[src/rtl/data_requester_pkg.sv]
// rtl/data_requester_pkg.sv - shared protocol constants and requester state encoding
// Purpose: opcodes, burst length and FSM encoding shared by the requester and
//          the on-board responder.
// Ports:   none (package).
package data_requester_pkg;

    localparam logic [7:0] CMD_SINGLE  = 8'h04;
    localparam logic [7:0] CMD_BURST   = 8'h05;
    localparam logic [7:0] CMD_DROP    = 8'h42;
    localparam int         DATA_LENGTH = 116;

    typedef enum logic [2:0] {
        S_IDLE      = 3'd0,
        S_TX_CMD    = 3'd1,
        S_TX_GAP    = 3'd2,
        S_TX_ADDR   = 3'd3,
        S_TX_GAP2   = 3'd4,
        S_RX_BURST  = 3'd5,
        S_RX_SINGLE = 3'd6
    } req_state_t;

endpackage

[src/rtl/data_requester_tx_byte_handshake.sv]
// rtl/data_requester_tx_byte_handshake.sv - one-byte UART tx handshake with guard gap
// Purpose: while i_req is high, wait for busy=0, then emit a one-cycle strobe
//          with the byte and hold off the next strobe for one gap cycle.
// Ports:   clk, rst       clock, async active-high reset
//          i_req          request a send (level, held by the caller)
//          i_byte         byte to send, captured when the strobe is issued
//          busy           UART tx busy
//          o_strobe       one-cycle tx strobe (registered)
//          o_data         tx byte, holds between strobes
module data_requester_tx_byte_handshake (
    input  logic       clk,
    input  logic       rst,
    input  logic       i_req,
    input  logic [7:0] i_byte,
    input  logic       busy,
    output logic       o_strobe,
    output logic [7:0] o_data
);

    logic       r_strobe;
    logic       r_gap;
    logic [7:0] r_data;
    logic       w_fire;

    // The gap register keeps a second strobe from being issued before the
    // UART has had a cycle to raise busy in response to the first one.
    assign w_fire = i_req && !busy && !r_strobe && !r_gap;

    always_ff @(posedge clk or posedge rst) begin
        if (rst) begin
            r_strobe <= 1'b0;
            r_gap    <= 1'b0;
            r_data   <= 8'h00;
        end else begin
            r_strobe <= w_fire;
            r_gap    <= r_strobe;
            if (w_fire) begin
                r_data <= i_byte;
            end
        end
    end

    assign o_strobe = r_strobe;
    assign o_data   = r_data;

endmodule

[src/rtl/data_requester.sv]
// rtl/data_requester.sv - host-side command initiator and reply capture engine
// Purpose: sends burst/single/drop commands over a UART tx byte interface and
//          writes reply bytes from the UART rx interface into a capture RAM.
// Ports:   clk, rst                           clock, async active-high reset
//          start_burst/start_single/start_drop one-cycle requests (that priority)
//          single_addr                        address sampled with start_single
//          busy, new_data_tx, data_tx         UART tx side
//          new_data_rx, data_rx               UART rx side
//          wr_en, wr_addr, wr_data            capture RAM write port
//          done, timeout_err                  completion / abort pulses
//          bytes_rcvd                         bytes captured by this request
//          drop_mirror                        expected responder drop state
//          active                             high outside IDLE
module data_requester #(
    parameter int         DATA_LENGTH    = data_requester_pkg::DATA_LENGTH,
    parameter int         TIMEOUT_CYCLES = 1000000,
    parameter logic [7:0] CMD_SINGLE     = data_requester_pkg::CMD_SINGLE,
    parameter logic [7:0] CMD_BURST      = data_requester_pkg::CMD_BURST,
    parameter logic [7:0] CMD_DROP       = data_requester_pkg::CMD_DROP
) (
    input  logic       clk,
    input  logic       rst,
    input  logic       start_burst,
    input  logic       start_single,
    input  logic       start_drop,
    input  logic [7:0] single_addr,
    input  logic       busy,
    output logic       new_data_tx,
    output logic [7:0] data_tx,
    input  logic       new_data_rx,
    input  logic [7:0] data_rx,
    output logic       wr_en,
    output logic [7:0] wr_addr,
    output logic [7:0] wr_data,
    output logic       done,
    output logic       timeout_err,
    output logic [7:0] bytes_rcvd,
    output logic       drop_mirror,
    output logic       active
);

    import data_requester_pkg::*;

    localparam int             TW        = $clog2(TIMEOUT_CYCLES);
    localparam logic [TW-1:0]  TMO_LAST  = TW'(TIMEOUT_CYCLES - 1);
    localparam logic [7:0]     LAST_BYTE = 8'(DATA_LENGTH - 1);

    req_state_t    r_state;
    logic [7:0]    r_opcode;
    logic [7:0]    r_addr;
    logic [TW-1:0] r_tmo;
    logic          r_wr_en;
    logic [7:0]    r_wr_addr;
    logic [7:0]    r_wr_data;
    logic          r_done;
    logic          r_tmo_err;
    logic [7:0]    r_bytes;
    logic          r_drop;

    logic          w_tmo_hit;
    logic          w_tx_req;
    logic [7:0]    w_tx_byte;
    logic          w_tx_strobe;

    assign w_tmo_hit = (r_tmo == TMO_LAST);
    // Requests are withheld in the terminal cycle so an abort never races a strobe.
    assign w_tx_req  = ((r_state == S_TX_CMD) || (r_state == S_TX_ADDR)) && !w_tmo_hit;
    assign w_tx_byte = (r_state == S_TX_ADDR) ? r_addr : r_opcode;

    data_requester_tx_byte_handshake u_tx_hs (
        .clk      (clk),
        .rst      (rst),
        .i_req    (w_tx_req),
        .i_byte   (w_tx_byte),
        .busy     (busy),
        .o_strobe (w_tx_strobe),
        .o_data   (data_tx)
    );

    always_ff @(posedge clk or posedge rst) begin
        if (rst) begin
            r_state   <= S_IDLE;
            r_opcode  <= 8'h00;
            r_addr    <= 8'h00;
            r_tmo     <= '0;
            r_wr_en   <= 1'b0;
            r_wr_addr <= 8'h00;
            r_wr_data <= 8'h00;
            r_done    <= 1'b0;
            r_tmo_err <= 1'b0;
            r_bytes   <= 8'h00;
            r_drop    <= 1'b0;
        end else begin
            r_wr_en   <= 1'b0;
            r_done    <= 1'b0;
            r_tmo_err <= 1'b0;
            r_tmo     <= r_tmo + 1'b1;

            case (r_state)
                S_IDLE: begin
                    r_tmo <= '0;
                    if (start_burst || start_single || start_drop) begin
                        r_bytes <= 8'h00;
                        r_state <= S_TX_CMD;
                        if (start_burst) begin
                            r_opcode <= CMD_BURST;
                        end else if (start_single) begin
                            r_opcode <= CMD_SINGLE;
                            r_addr   <= single_addr;
                        end else begin
                            r_opcode <= CMD_DROP;
                        end
                    end
                end

                S_TX_CMD, S_TX_ADDR: begin
                    // Strobe visible now: the byte is out, move to the gap cycle.
                    if (w_tx_strobe) begin
                        r_state <= (r_state == S_TX_CMD) ? S_TX_GAP : S_TX_GAP2;
                        r_tmo   <= '0;
                    end else if (w_tmo_hit) begin
                        r_state   <= S_IDLE;
                        r_done    <= 1'b1;
                        r_tmo_err <= 1'b1;
                        r_tmo     <= '0;
                    end
                end

                S_TX_GAP: begin
                    r_tmo <= '0;
                    if (r_opcode == CMD_SINGLE) begin
                        r_state <= S_TX_ADDR;
                    end else if (r_opcode == CMD_BURST) begin
                        r_state <= S_RX_BURST;
                    end else begin
                        r_drop  <= ~r_drop;
                        r_done  <= 1'b1;
                        r_state <= S_IDLE;
                    end
                end

                S_TX_GAP2: begin
                    r_tmo   <= '0;
                    r_state <= S_RX_SINGLE;
                end

                S_RX_BURST: begin
                    // An rx byte takes priority over the terminal timeout cycle.
                    if (new_data_rx) begin
                        r_wr_en   <= 1'b1;
                        r_wr_addr <= r_bytes;
                        r_wr_data <= data_rx;
                        r_bytes   <= r_bytes + 8'd1;
                        r_tmo     <= '0;
                        if (r_bytes == LAST_BYTE) begin
                            r_done  <= 1'b1;
                            r_state <= S_IDLE;
                        end
                    end else if (w_tmo_hit) begin
                        r_state   <= S_IDLE;
                        r_done    <= 1'b1;
                        r_tmo_err <= 1'b1;
                        r_tmo     <= '0;
                    end
                end

                S_RX_SINGLE: begin
                    if (new_data_rx) begin
                        r_wr_en   <= 1'b1;
                        r_wr_addr <= r_addr;
                        r_wr_data <= data_rx;
                        r_bytes   <= 8'd1;
                        r_done    <= 1'b1;
                        r_state   <= S_IDLE;
                        r_tmo     <= '0;
                    end else if (w_tmo_hit) begin
                        r_state   <= S_IDLE;
                        r_done    <= 1'b1;
                        r_tmo_err <= 1'b1;
                        r_tmo     <= '0;
                    end
                end

                default: begin
                    r_state <= S_IDLE;
                    r_tmo   <= '0;
                end
            endcase
        end
    end

    assign new_data_tx = w_tx_strobe;
    assign wr_en       = r_wr_en;
    assign wr_addr     = r_wr_addr;
    assign wr_data     = r_wr_data;
    assign done        = r_done;
    assign timeout_err = r_tmo_err;
    assign bytes_rcvd  = r_bytes;
    assign drop_mirror = r_drop;
    assign active      = (r_state != S_IDLE);

endmodule

[config.mk]
export PLATFORM = sky130hd
export DESIGN_NAME = data_requester
export DESIGN_NICKNAME = d
export VERILOG_FILES = /design/src/rtl/data_requester_pkg.sv /design/src/rtl/data_requester_tx_byte_handshake.sv /design/src/rtl/data_requester.sv
export SDC_FILE = /design/constraint.sdc
export NUM_CORES = 1
export LEC_CHECK = 0
export ABC_AREA = 1
export BUFFER_PORTS_ARGS = -buffer_cell sky130_fd_sc_hd__buf_2
export CORE_MARGIN = 4
export CORE_UTILIZATION = 56
export CTS_CLUSTER_SIZE = 20
export DETAILED_ROUTE_END_ITERATION = 8
export GPL_ROUTABILITY_DRIVEN = 0
export PLACE_DENSITY = 0.8
export SLEW_MARGIN = 20
export SYNTH_ARGS = -nofsm -noshare
export SYNTH_HDL_FRONTEND = slang
export SYNTH_HIERARCHICAL = 1
export SYNTH_SLANG_ARGS = --single-unit
[constraint.sdc]
create_clock -name clk -period 2.6 [get_ports clk]
set_input_delay 0.52 -clock clk [delete_from_list [all_inputs] [get_ports clk]]
set_output_delay 0.52 -clock clk [all_outputs]
set_load 0.02 [all_outputs]
After elaboration in Yosys (flattened, before gate mapping)
Cells that the tools add are included.
- input port bits: 23
- output and inout port bits: 38
- register bits after elaboration: 77
- logic and storage cells: 94
- add/sub/neg operators: 2
- equality and inequality tests: 14
- bitwise gates (word level): 4
- reduce and logical (&&, ||, !) cells: 24
- mux-type cells: 36
- operators with widths (kind ; count):
    $mux W20 ; 3
    $mux W8 ; 6
    $pmux W20 S2 ; 1
    $mux W3 ; 9
    $pmux W8 S3 ; 1
    $add A20 B1 Y20 const B ; 1
    $eq A20 B20 Y1 const B ; 1
    $pmux W3 S6 ; 1
    $eq A8 B3 Y1 const B ; 2
    $pmux W8 S2 ; 1
    $mux W7 ; 2
    $mux W1 ; 10
    $eq A3 B3 Y1 const B ; 3
    $add A8 B1 Y8 const B ; 1
    $eq A8 B7 Y1 const B ; 1
    $reduce_and A4 Y1 ; 2
    $eq A3 B2 Y1 const B ; 2
    $ne A2 B2 Y1 const B ; 3
    $reduce_and A2 Y1 ; 3
    $reduce_and A3 Y1 ; 2
    $reduce_bool A3 Y1 ; 2
    $logic_and A1 B1 Y1 ; 4
    $logic_not A1 Y1 ; 4
    $not A1 Y1 ; 4
    other kinds (8) ; 11

Logic depth before layout (Yosys ltp)
Gate-level depths: netlist (run 1).
- depth in word-level cells: 6
- gate-level depth with buffers: 10
- depth with buffers taken out: 10

By module
The synthesis (run 1) kept the hierarchy.
- modules (own cells, without submodules) (module ; instances ; seq. area each (um^2) ; cells each ; area an instance (um^2)):
    data_requester ; 1 ; 1551.5 ; 399 ; 3158.0
    data_requester_tx_byte_handshake ; 1 ; 250.2 ; 40 ; 395.4

Worst setup path after synthesis (run 1)
No wires, ideal clock.
- path kind: flip-flop to flip-flop
- start point: register r_tmo[0]
- end point: register u_tx_hs.r_data[0], in the netlist u_tx_hs/o_data[0]
- clock period less this slack: 1.511 ns
- required time: 2.483 ns
- arrival: 1.394 ns
- path buffers: 0
- cell stages (with the launch flop): 10
- setup time: 0.117 ns
- slack: 1.089 ns
- path through: dfrtp_1 > ha_1 > nand3_2 > nor2_1 > a31oi_1 > inv_1 > nor2_4 > nand2_4 > nand2_1 > nand2_1
- word-level cells in the longest chain between the ends: 6
- RTL lines (element ; RTL line ; text):
    start, declared ; data_requester.sv:51 ; logic [TW-1:0] r_tmo;
    start signal, assigned ; data_requester.sv:97 ; r_tmo <= r_tmo + 1'b1;
    $eq A20 B20 Y1 ; data_requester.sv:65 ; assign w_tmo_hit = (r_tmo == TMO_LAST);
    $logic_not A1 Y1 ; data_requester.sv:67 ; assign w_tx_req = ((r_state == S_TX_CMD) || (r_state == S_TX_ADDR)) && !w_tmo_hit;
    $logic_and A1 B1 Y1 ; data_requester.sv:67 ;
    named net w_tx_req ; data_requester.sv:61 ; logic w_tx_req;
    $logic_and A1 B1 Y1 (3 in series) ; data_requester_tx_byte_handshake.sv:27 ; assign w_fire = i_req && !busy && !r_strobe && !r_gap;
    end signal, assigned ; data_requester_tx_byte_handshake.sv:38 ; r_data <= i_byte;
    end, declared ; data_requester_tx_byte_handshake.sv:22 ; logic [7:0] r_data;
The timed path passes the listed nets, and every way through them passes these cells.
A chain may end at the register's enable or synchronous reset.

Worst setup path after layout (run 1)
- start point: register r_state[0]
- end point: output port active
- word-level cells in the longest chain between the ends: 1
- RTL lines (element ; RTL line ; text):
    start, declared ; data_requester.sv:48 ; req_state_t r_state;
    start signal, assigned ; data_requester.sv:119 ; r_state <= (r_state == S_TX_CMD) ? S_TX_GAP : S_TX_GAP2;
    $reduce_bool A3 Y1 ; data_requester.sv:200 ; assign active = (r_state != S_IDLE);
    end, declared ; data_requester.sv:39 ; output logic active
Every way passes these cells.

==> report_table.html, run 1 <==
<table>
<tr><th>Metric</th><th>Value</th></tr>
<tr><th colspan="2">Status</th></tr>
<tr><td>Outcome</td><td>complete, no violations</td></tr>
<tr><th colspan="2">Die</th></tr>
<tr><td>Initial core utilization</td><td>59.0%</td></tr>
<tr><td>Core box area</td><td>0.00603 mm2</td></tr>
<tr><td>Row cnt</td><td>28</td></tr>
<tr><td>Die Width</td><td>87.7 um</td></tr>
<tr><td>Full die area</td><td>0.00768 mm2</td></tr>
<tr><td>Y dimension of the die</td><td>87.7 um</td></tr>
<tr><td>Top-Level Pins</td><td>61</td></tr>
<tr><th colspan="2">Finish</th></tr>
<tr><td>Most common library cell in the layout ignoring fill and taps</td><td>nand2_1</td></tr>
<tr><td>Number of diodes</td><td>0</td></tr>
<tr><td>Highest-count cells in the layout ignoring fill and taps</td><td>nand2_1 (116), dfrtp_1 (72), nor2_1 (63), buf_2 (60), inv_1 (43)</td></tr>
<tr><td>Signed area change from the synthesized netlist to the final layout</td><td>16.7%</td></tr>
<tr><td>Share of post-route cells with drive strength above 1</td><td>21.4%</td></tr>
<tr><td>Fill cells</td><td>505</td></tr>
<tr><td>Final #Nets</td><td>531</td></tr>
<tr><th colspan="2">Global routing</th></tr>
<tr><td>Via count of the first global-routing pass</td><td>3044</td></tr>
<tr><td>Total routing usage reported by global routing</td><td>23.1%</td></tr>
<tr><td>Maximum number of pins on one net before global-route repair</td><td>26</td></tr>
<tr><td>Global-route wire length before repair</td><td>13.7 mm</td></tr>
<tr><td>Antenna violations before repair</td><td>0</td></tr>
<tr><td>Final global-route overflow total</td><td>0</td></tr>
<tr><th colspan="2">Critical path</th></tr>
<tr><td>Startpoint types</td><td>flop</td></tr>
<tr><td>Register-to-register setup slack</td><td>0.62 ns</td></tr>
<tr><td>Data required time at the worst endpoint</td><td>2.08 ns</td></tr>
<tr><td>Crit Path Class</td><td>reg2out</td></tr>
<tr><td>Crit Path Max Fanout</td><td>5</td></tr>
<tr><td>Data arrival, critical path</td><td>1.60 ns</td></tr>
<tr><td>Type of element capturing the critical path</td><td>primary output</td></tr>
<tr><th colspan="2">Pwr</th></tr>
<tr><td>Pwr dens</td><td>980 mW/mm2</td></tr>
<tr><td>Net Sw Frac</td><td>39.9%</td></tr>
<tr><td>Total power draw</td><td>4.06 mW</td></tr>
<tr><td>Share of total power in sequential cells</td><td>40.6%</td></tr>
<tr><td>Combinational share of power</td><td>35.3%</td></tr>
<tr><td>LEAKAGE</td><td>2.13 nW</td></tr>
<tr><td>Internal Power</td><td>2.44 mW</td></tr>
<tr><td>Peak supply drop</td><td>0.000652 V</td></tr>
<tr><td>Share of total power in the clock network</td><td>24.0%</td></tr>
<tr><td>Net Sw Power</td><td>1.62 mW</td></tr>
<tr><th colspan="2">Flow run</th></tr>
<tr><td>Maximum Capacitance Violations</td><td>0</td></tr>
<tr><th colspan="2">CTS</th></tr>
<tr><td>Clock buffer depth</td><td>2</td></tr>
<tr><td>Cts hold-fix bufs</td><td>0</td></tr>
<tr><td>Post-CTS Setup Inserts</td><td>0</td></tr>
<tr><td>Sink count of the clock tree</td><td>72</td></tr>
<tr><td>Number of buffers inserted during clock tree synthesis</td><td>9</td></tr>
<tr><td>CTS root buf</td><td>clkbuf_8</td></tr>
<tr><td>Clock edge transition at the registers on the reported setup and hold paths</td><td>0.07 ns</td></tr>
<tr><td>Maximum level of the CTS H-tree</td><td>3</td></tr>
<tr><td>Resize count post-CTS</td><td>0</td></tr>
<tr><td>Clock tree from TritonCTS</td><td>done</td></tr>
<tr><td>Latest clock arrival within the worst-skew pair</td><td>0.35 ns</td></tr>
<tr><th colspan="2">Synth</th></tr>
<tr><td>Seq/Total Area, Yosys</td><td>50.7%</td></tr>
<tr><td>Total number of yosys warnings</td><td>6</td></tr>
<tr><td>Yosys top cell area share</td><td>50.7%</td></tr>
<tr><td>Cell area after technology mapping</td><td>0.00355 mm2</td></tr>
<tr><td>Synth Register Bits</td><td>72</td></tr>
<tr><td>Leading post-synthesis cells by cell area</td><td>dfrtp_1 (51%), nand2_1 (12%), nor2_1 (6.7%)</td></tr>
<tr><td>Most common flop cell mapped by yosys</td><td>dfrtp_1</td></tr>
<tr><td>Post-synthesis net count</td><td>464</td></tr>
<tr><td>Number of enable-type register cells in the synthesized netlist</td><td>0</td></tr>
<tr><td>Async set-reset flop share out of synthesis</td><td>100%</td></tr>
<tr><td>Mean area per synthesized cell</td><td>8.09 um2</td></tr>
<tr><td>Most area-hungry cell type in the Yosys netlist</td><td>dfrtp_1</td></tr>
<tr><td>Gate count after technology mapping</td><td>439</td></tr>
<tr><td>Number of library cell types mapped by synthesis</td><td>37</td></tr>
<tr><th colspan="2">Drt</th></tr>
<tr><td>Routed WL</td><td>7.95 mm</td></tr>
<tr><td>Routed wire length per instance</td><td>13.6 um</td></tr>
<tr><td>Vias</td><td>3092</td></tr>
<tr><td>Starting DRT DRC Count</td><td>191</td></tr>
<tr><td>Number of vias per cell</td><td>5.29</td></tr>
<tr><td>First-pass iteration count of the detailed router</td><td>5</td></tr>
<tr><td>DRT antenna net count</td><td>0</td></tr>
<tr><td>Post-detailed-route DRC marker count</td><td>0</td></tr>
<tr><th colspan="2">Timing</th></tr>
<tr><td>RSZ-0062 raised after global routing</td><td>no</td></tr>
<tr><td>Slew at the pin closest to its max-slew limit</td><td>0.552 ns</td></tr>
<tr><td>Number of setup violations in the final report</td><td>0</td></tr>
<tr><td>Final Skew</td><td>0.0100 ns</td></tr>
<tr><td>Final hold violation count</td><td>0</td></tr>
<tr><td>Maximum clock frequency</td><td>0.471 GHz</td></tr>
<tr><td>Setup total negative slack</td><td>0 ns</td></tr>
<tr><td>Time the final worst path needs with I/O delays and setup</td><td>2.12 ns</td></tr>
<tr><td>Slew Limit Fails</td><td>0</td></tr>
<tr><td>Tightest slew margin relative to the limit</td><td>63.1%</td></tr>
<tr><td>Share of the clock period used by the worst path after layout</td><td>81.7%</td></tr>
<tr><th colspan="2">Worst hold path</th></tr>
<tr><td>Tightest Hold Check Type</td><td>in2async</td></tr>
<tr><th colspan="2">Place</th></tr>
<tr><td>Port Buf Inserts</td><td>60</td></tr>
<tr><td>Dpl hpwl</td><td>5.97 mm</td></tr>
</table>
[power by group through the flow]
stage,Clock (mW),Combinational [mW],Sequential (mW)
5_1_grt,1.05,1.62,1.69
2_1_floorplan,0,0.803,1.86
4_1_cts,0.997,1.45,1.65
3_5_place_dp,0,1.43,1.67
3_3_place_gp,0,1.39,1.66
6_report,0.977,1.44,1.65
[layout make-up]
cell class / count / area [um2] / area share (%)
clock buffers: 10 / 138 / 3.32
inverters: 50 / 188 / 4.53
repair buffers: 62 / 315 / 7.60
clock inverters: 5 / 81.3 / 1.96
well taps: 75 / 93.8 / 2.26
flip-flops and latches: 72 / 1800 / 43.5
multi-input cells: 311 / 1530 / 36.9
[metal layers]
metal	global-route usage, %	routed length [um]
met1	31.0	3430
met4	10.6	206
met5	0	0
met2	36.6	3840
met3	4.23	474
[critical path, stage by stage, from the launching register on]
cell and delay [ns]:
dfrtp_1 0.45, or2_1 0.29, nor2_2 0.25, inv_1 0.11
buf_2 0.17
[Yosys cell counts, types with 2 or more instances]
| master | number |
|---|---|
| nor3_2 | 2 |
| inv_1 | 44 |
| nor3_1 | 8 |
| buf_2 | 4 |
| o21ai_1 | 11 |
| ha_1 | 2 |
| a21oi_1 | 10 |
| o21ai_0 | 13 |
| nor2_4 | 5 |
| nand3_2 | 2 |
| nand4_1 | 3 |
| nand2_1 | 116 |
| or2_2 | 2 |
| nand3_1 | 39 |
| nor2_2 | 3 |
| nand2_4 | 3 |
| dfrtp_1 | 72 |
| inv_2 | 6 |
| xnor2_1 | 2 |
| mux2_2 | 3 |
| a31oi_1 | 7 |
| nor2_1 | 63 |
| xor2_1 | 5 |
[registers in the layout, indices dropped and copies added (netlist names)]
signal            count
drop_mirror           1
timeout_err           1
r_opcode              3
u_tx_hs/r_gap         1
wr_addr               8
u_tx_hs/o_data        8
wr_en                 1
r_tmo                20
bytes_rcvd            8
r_addr                8
u_tx_hs/o_strobe      1
wr_data               8
done                  1
r_state               3
[per-stage QoR]
step	std cells	util (%)	worst slack (ns)	cell area (um2)	hold WS (ns)
detailed placement	570	65.2	0.624	3930	0.454
global route	585	68.8	0.389	4150	0.187
global placement	570	65.2	0.746	3930	0.443
floorplan	439	-	0.539	3550	0.360
finish	585	68.8	0.475	4150	0.157
CTS	585	68.8	0.466	4150	0.156
[path summary, 6_finish.rpt]
kind	startpoint	to	cells past startpoint
max in group asynchronous	rst	r_tmo[13]	3
worst min register to register	u_tx_hs/o_data[1]	u_tx_hs/o_data[1]	2
worst max register to register	r_state[0]	r_addr[1]	4
min in group clk	data_rx[1]	wr_data[1]	3
worst max-delay path	r_state[0]	active	4
worst min-delay path	rst	u_tx_hs/o_data[1]	2
[logic make-up after synthesis]
kind of cell	share of synthesized area, %
compound gates	7.75
xor+xnor	1.73
fa+ha+maj	0.704
buf+inv	6.27
flops	50.7
mux	0.951
simple gates	31.9
(Power assumes the default switching activity.)
==> run 2: changes to the inputs <==
CORE_UTILIZATION = 50   (was 56)
PLACE_DENSITY = 0.75   (was 0.8)
clock period = 1.9 ns   (was 2.6 ns; I/O delays follow)
==> report_table.html, run 2 (synthesis results as in run 1) <==
<table>
<tr><th>Metric</th><th>Value</th></tr>
<tr><th colspan="2">Timing</th></tr>
<tr><td>Tightest hold margin</td><td>0.0289 ns (-0.128 ns)</td></tr>
<tr><td>Final hold violation count</td><td>0 (unchanged)</td></tr>
<tr><td>Maximum clock frequency</td><td>0.541 GHz</td></tr>
<tr><td>Final WS setup</td><td>0.0526 ns (-0.423 ns)</td></tr>
<tr><td>Final Skew</td><td>0.0149 ns (+0.00484 ns)</td></tr>
<tr><td>Number of setup violations in the final report</td><td>0 (unchanged)</td></tr>
<tr><td>Setup total negative slack</td><td>0 ns (unchanged)</td></tr>
<tr><td>Slew at the pin closest to its max-slew limit</td><td>0.524 ns (-0.0276 ns)</td></tr>
<tr><td>Share of the clock period used by the worst path after layout</td><td>97.2%</td></tr>
<tr><td>Slew Limit Fails</td><td>0 (unchanged)</td></tr>
<tr><td>Time the final worst path needs with I/O delays and setup</td><td>1.85 ns</td></tr>
<tr><td>Tightest slew margin relative to the limit</td><td>64.9% (+1.8 points)</td></tr>
<tr><th colspan="2">Finish</th></tr>
<tr><td>Share of post-route cells with drive strength above 1</td><td>22.9% (+1.5 points)</td></tr>
<tr><td>Share of the core filled with cells</td><td>61.8% (-7.0 points)</td></tr>
<tr><td>Final #Nets</td><td>536 (+0.94%)</td></tr>
<tr><td>Most common library cell in the layout ignoring fill and taps</td><td>nand2_1</td></tr>
<tr><td>Post-layout instance count excluding filler cells</td><td>612 (+4.6%)</td></tr>
<tr><td>Flip-flop and latch area</td><td>0.00180 mm2 (+0.14%)</td></tr>
<tr><td>Largest register by flop count</td><td>r_tmo</td></tr>
<tr><td>Fill cells</td><td>622 (+23%)</td></tr>
<tr><td>Number of diodes</td><td>0 (unchanged)</td></tr>
<tr><td>Number of flip-flops in the largest register</td><td>20 (unchanged)</td></tr>
<tr><td>Highest-count cells in the layout ignoring fill and taps</td><td>nand2_1 (116), dfrtp_1 (70), nor2_1 (63), buf_2 (60), inv_1 (43)</td></tr>
<tr><td>Signed area change from the synthesized netlist to the final layout</td><td>18.8%</td></tr>
<tr><td>Multi-input gate area in the final layout</td><td>0.00154 mm2 (+0.49%)</td></tr>
<tr><th colspan="2">Critical path</th></tr>
<tr><td>Cell type group with the largest total delay on the critical path</td><td>simple AND/OR/NAND/NOR gates</td></tr>
<tr><td>Register-to-register setup slack</td><td>0.10 ns (-0.52 ns)</td></tr>
<tr><td>Cell count along the critical path</td><td>4 (unchanged)</td></tr>
<tr><td>CP Buf/Inv Count</td><td>2 (unchanged)</td></tr>
<tr><td>Start of the worst register-to-register path</td><td>r_state[0]</td></tr>
<tr><td>Data required time at the worst endpoint</td><td>1.52 ns (-0.56 ns)</td></tr>
<tr><td>Cell Chain, Critical Path</td><td>or2_4 -&gt; nor2_4 -&gt; inv_1 -&gt; buf_2</td></tr>
<tr><td>Startpoint types</td><td>flop</td></tr>
<tr><td>Type of element capturing the critical path</td><td>primary output</td></tr>
<tr><td>Crit Path Class</td><td>reg2out</td></tr>
<tr><td>Maximum cell stage delay along the critical path</td><td>0.42 ns (-0.03 ns)</td></tr>
<tr><td>Crit Path Max Fanout</td><td>5 (unchanged)</td></tr>
<tr><td>Worst path slowest cell</td><td>dfrtp_2</td></tr>
<tr><td>Terminus of the critical flop-to-flop path</td><td>r_addr[6]</td></tr>
<tr><td>Data arrival, critical path</td><td>1.47 ns (-0.13 ns)</td></tr>
<tr><td>Count of cells along the worst register-to-register path</td><td>4 (unchanged)</td></tr>
<tr><th colspan="2">Flow run</th></tr>
<tr><td>Maximum Capacitance Violations</td><td>0 (unchanged)</td></tr>
<tr><th colspan="2">Global routing</th></tr>
<tr><td>Via count of the first global-routing pass</td><td>3040 (-0.13%)</td></tr>
<tr><td>Final global-route overflow total</td><td>0 (unchanged)</td></tr>
<tr><td>Global-route wire length before repair</td><td>13.7 mm (about the same)</td></tr>
<tr><td>Antenna violations before repair</td><td>0 (unchanged)</td></tr>
<tr><td>Maximum number of pins on one net before global-route repair</td><td>63 (+140%)</td></tr>
<tr><td>Total routing usage reported by global routing</td><td>20.1% (-3.0 points)</td></tr>
<tr><th colspan="2">Place</th></tr>
<tr><td>Worst slack, placed</td><td>0.0698 ns (-0.554 ns)</td></tr>
<tr><td>Port Buf Inserts</td><td>60 (unchanged)</td></tr>
<tr><td>Placed cell count</td><td>592 (+3.9%)</td></tr>
<tr><td>Dpl hpwl</td><td>5.84 mm (-2.2%)</td></tr>
<tr><th colspan="2">Drt</th></tr>
<tr><td>Number of vias per cell</td><td>5.09 (-3.6%)</td></tr>
<tr><td>Post-detailed-route DRC marker count</td><td>0 (unchanged)</td></tr>
<tr><td>Routed WL</td><td>7.98 mm (+0.36%)</td></tr>
<tr><td>Starting DRT DRC Count</td><td>142 (-26%)</td></tr>
<tr><td>Vias</td><td>3117 (+0.81%)</td></tr>
<tr><td>Routed wire length per instance</td><td>13.0 um (-4.1%)</td></tr>
<tr><td>DRT antenna net count</td><td>0 (unchanged)</td></tr>
<tr><td>First-pass iteration count of the detailed router</td><td>6 (+1)</td></tr>
<tr><th colspan="2">CTS</th></tr>
<tr><td>Clock edge transition at the registers on the reported setup and hold paths</td><td>0.08 ns (about the same)</td></tr>
<tr><td>Clock buffer depth</td><td>2 (unchanged)</td></tr>
<tr><td>Maximum level of the CTS H-tree</td><td>3 (unchanged)</td></tr>
<tr><td>Latest clock arrival within the worst-skew pair</td><td>0.35 ns (about the same)</td></tr>
<tr><td>Sink count of the clock tree</td><td>72 (unchanged)</td></tr>
<tr><td>Clock tree from TritonCTS</td><td>done</td></tr>
<tr><td>Cts hold-fix bufs</td><td>0 (unchanged)</td></tr>
<tr><td>CTS root buf</td><td>clkbuf_8</td></tr>
<tr><td>Number of buffers inserted during clock tree synthesis</td><td>9 (unchanged)</td></tr>
<tr><th colspan="2">Worst hold path</th></tr>
<tr><td>Tightest Hold Check Type</td><td>in2async</td></tr>
<tr><th colspan="2">Die</th></tr>
<tr><td>Row cnt</td><td>30 (+7.1%)</td></tr>
<tr><td>Core box area</td><td>0.00683 mm2 (+13%)</td></tr>
<tr><td>Full die area</td><td>0.00852 mm2 (+11%)</td></tr>
<tr><td>Initial core utilization</td><td>52.0% (-7.0 points)</td></tr>
<tr><td>Top-Level Pins</td><td>61 (unchanged)</td></tr>
<tr><td>Y dimension of the die</td><td>92.3 um (+5.3%)</td></tr>
<tr><td>Die Width</td><td>92.3 um (+5.3%)</td></tr>
<tr><th colspan="2">Pwr</th></tr>
<tr><td>LEAKAGE</td><td>2.14 nW (+0.73%)</td></tr>
<tr><td>Peak supply drop</td><td>0.000653 V (about the same)</td></tr>
<tr><td>Pwr dens</td><td>1320 mW/mm2 (+34%)</td></tr>
<tr><th colspan="2">Status</th></tr>
<tr><td>Outcome</td><td>complete, no violations</td></tr>
</table>
==> run 2: cell type report <==
class                   instances  share of cell area, %
inverters                      50                   4.53
clock inverters                 6                   1.60
clock buffers                  10                   3.26
flip-flops and latches         72                   42.7
repair buffers                 67                   8.65
multi-input cells             311                   36.4
well taps                      96                   2.84
==> run 2: worst max path at each step <==
stage	startpoint	endpoint	slack, ns
2_1_floorplan	r_tmo[0]	u_tx_hs/o_data[0]	0.39
3_3_place_gp	r_state[0]	r_addr[2]	0.19
3_5_place_dp	r_state[0]	r_addr[6]	0.07
4_1_cts	r_state[0]	active	0.02
5_1_grt	r_state[0]	active	-0.02
6_report	r_state[0]	active	0.05
==> run 2: repair_timing <==
action	in CTS	in global routing
gates resized for setup	1	3
setup buffers	0	4
pin swaps	0	1
hold endpoints to repair	0	0
endpoints found under the setup margin	1	4
==> run 2: metrics by stage <==
step	total power [mW]	area (um2)
after detailed placement	4.27	3980
after CTS	5.53	4190
final	5.56	4220
after global routing	5.97	4220
after global placement	4.20	3980
after floorplan	3.65	3560
==> run 2: where the power goes <==
group / switching (mW) / internal (mW)
registers: 0.270 / 1.96
logic: 1.38 / 0.699
clock network: 0.602 / 0.647
total: 2.26 / 3.31
==> run 2: worst reg2reg max path: cells and delay by family, from the launching register on <==
| family | cells | cell delay, ns |
|---|---|---|
| and+or+nand+nor | 3 | 0.84 |
| muxes | 1 | 0.43 |
| DFF | 1 | 0.42 |
==> run 2: routing by layer <==
layer,vias up,global-route usage [%],part of all wire (%),wire length (um)
li1,1550,-,-,-
met1,1460,26.7,46,3650
met2,89,32.2,47,3740
met3,18,4.14,5.0,401
met4,0,8.29,2.5,197
met5,-,0,0,0
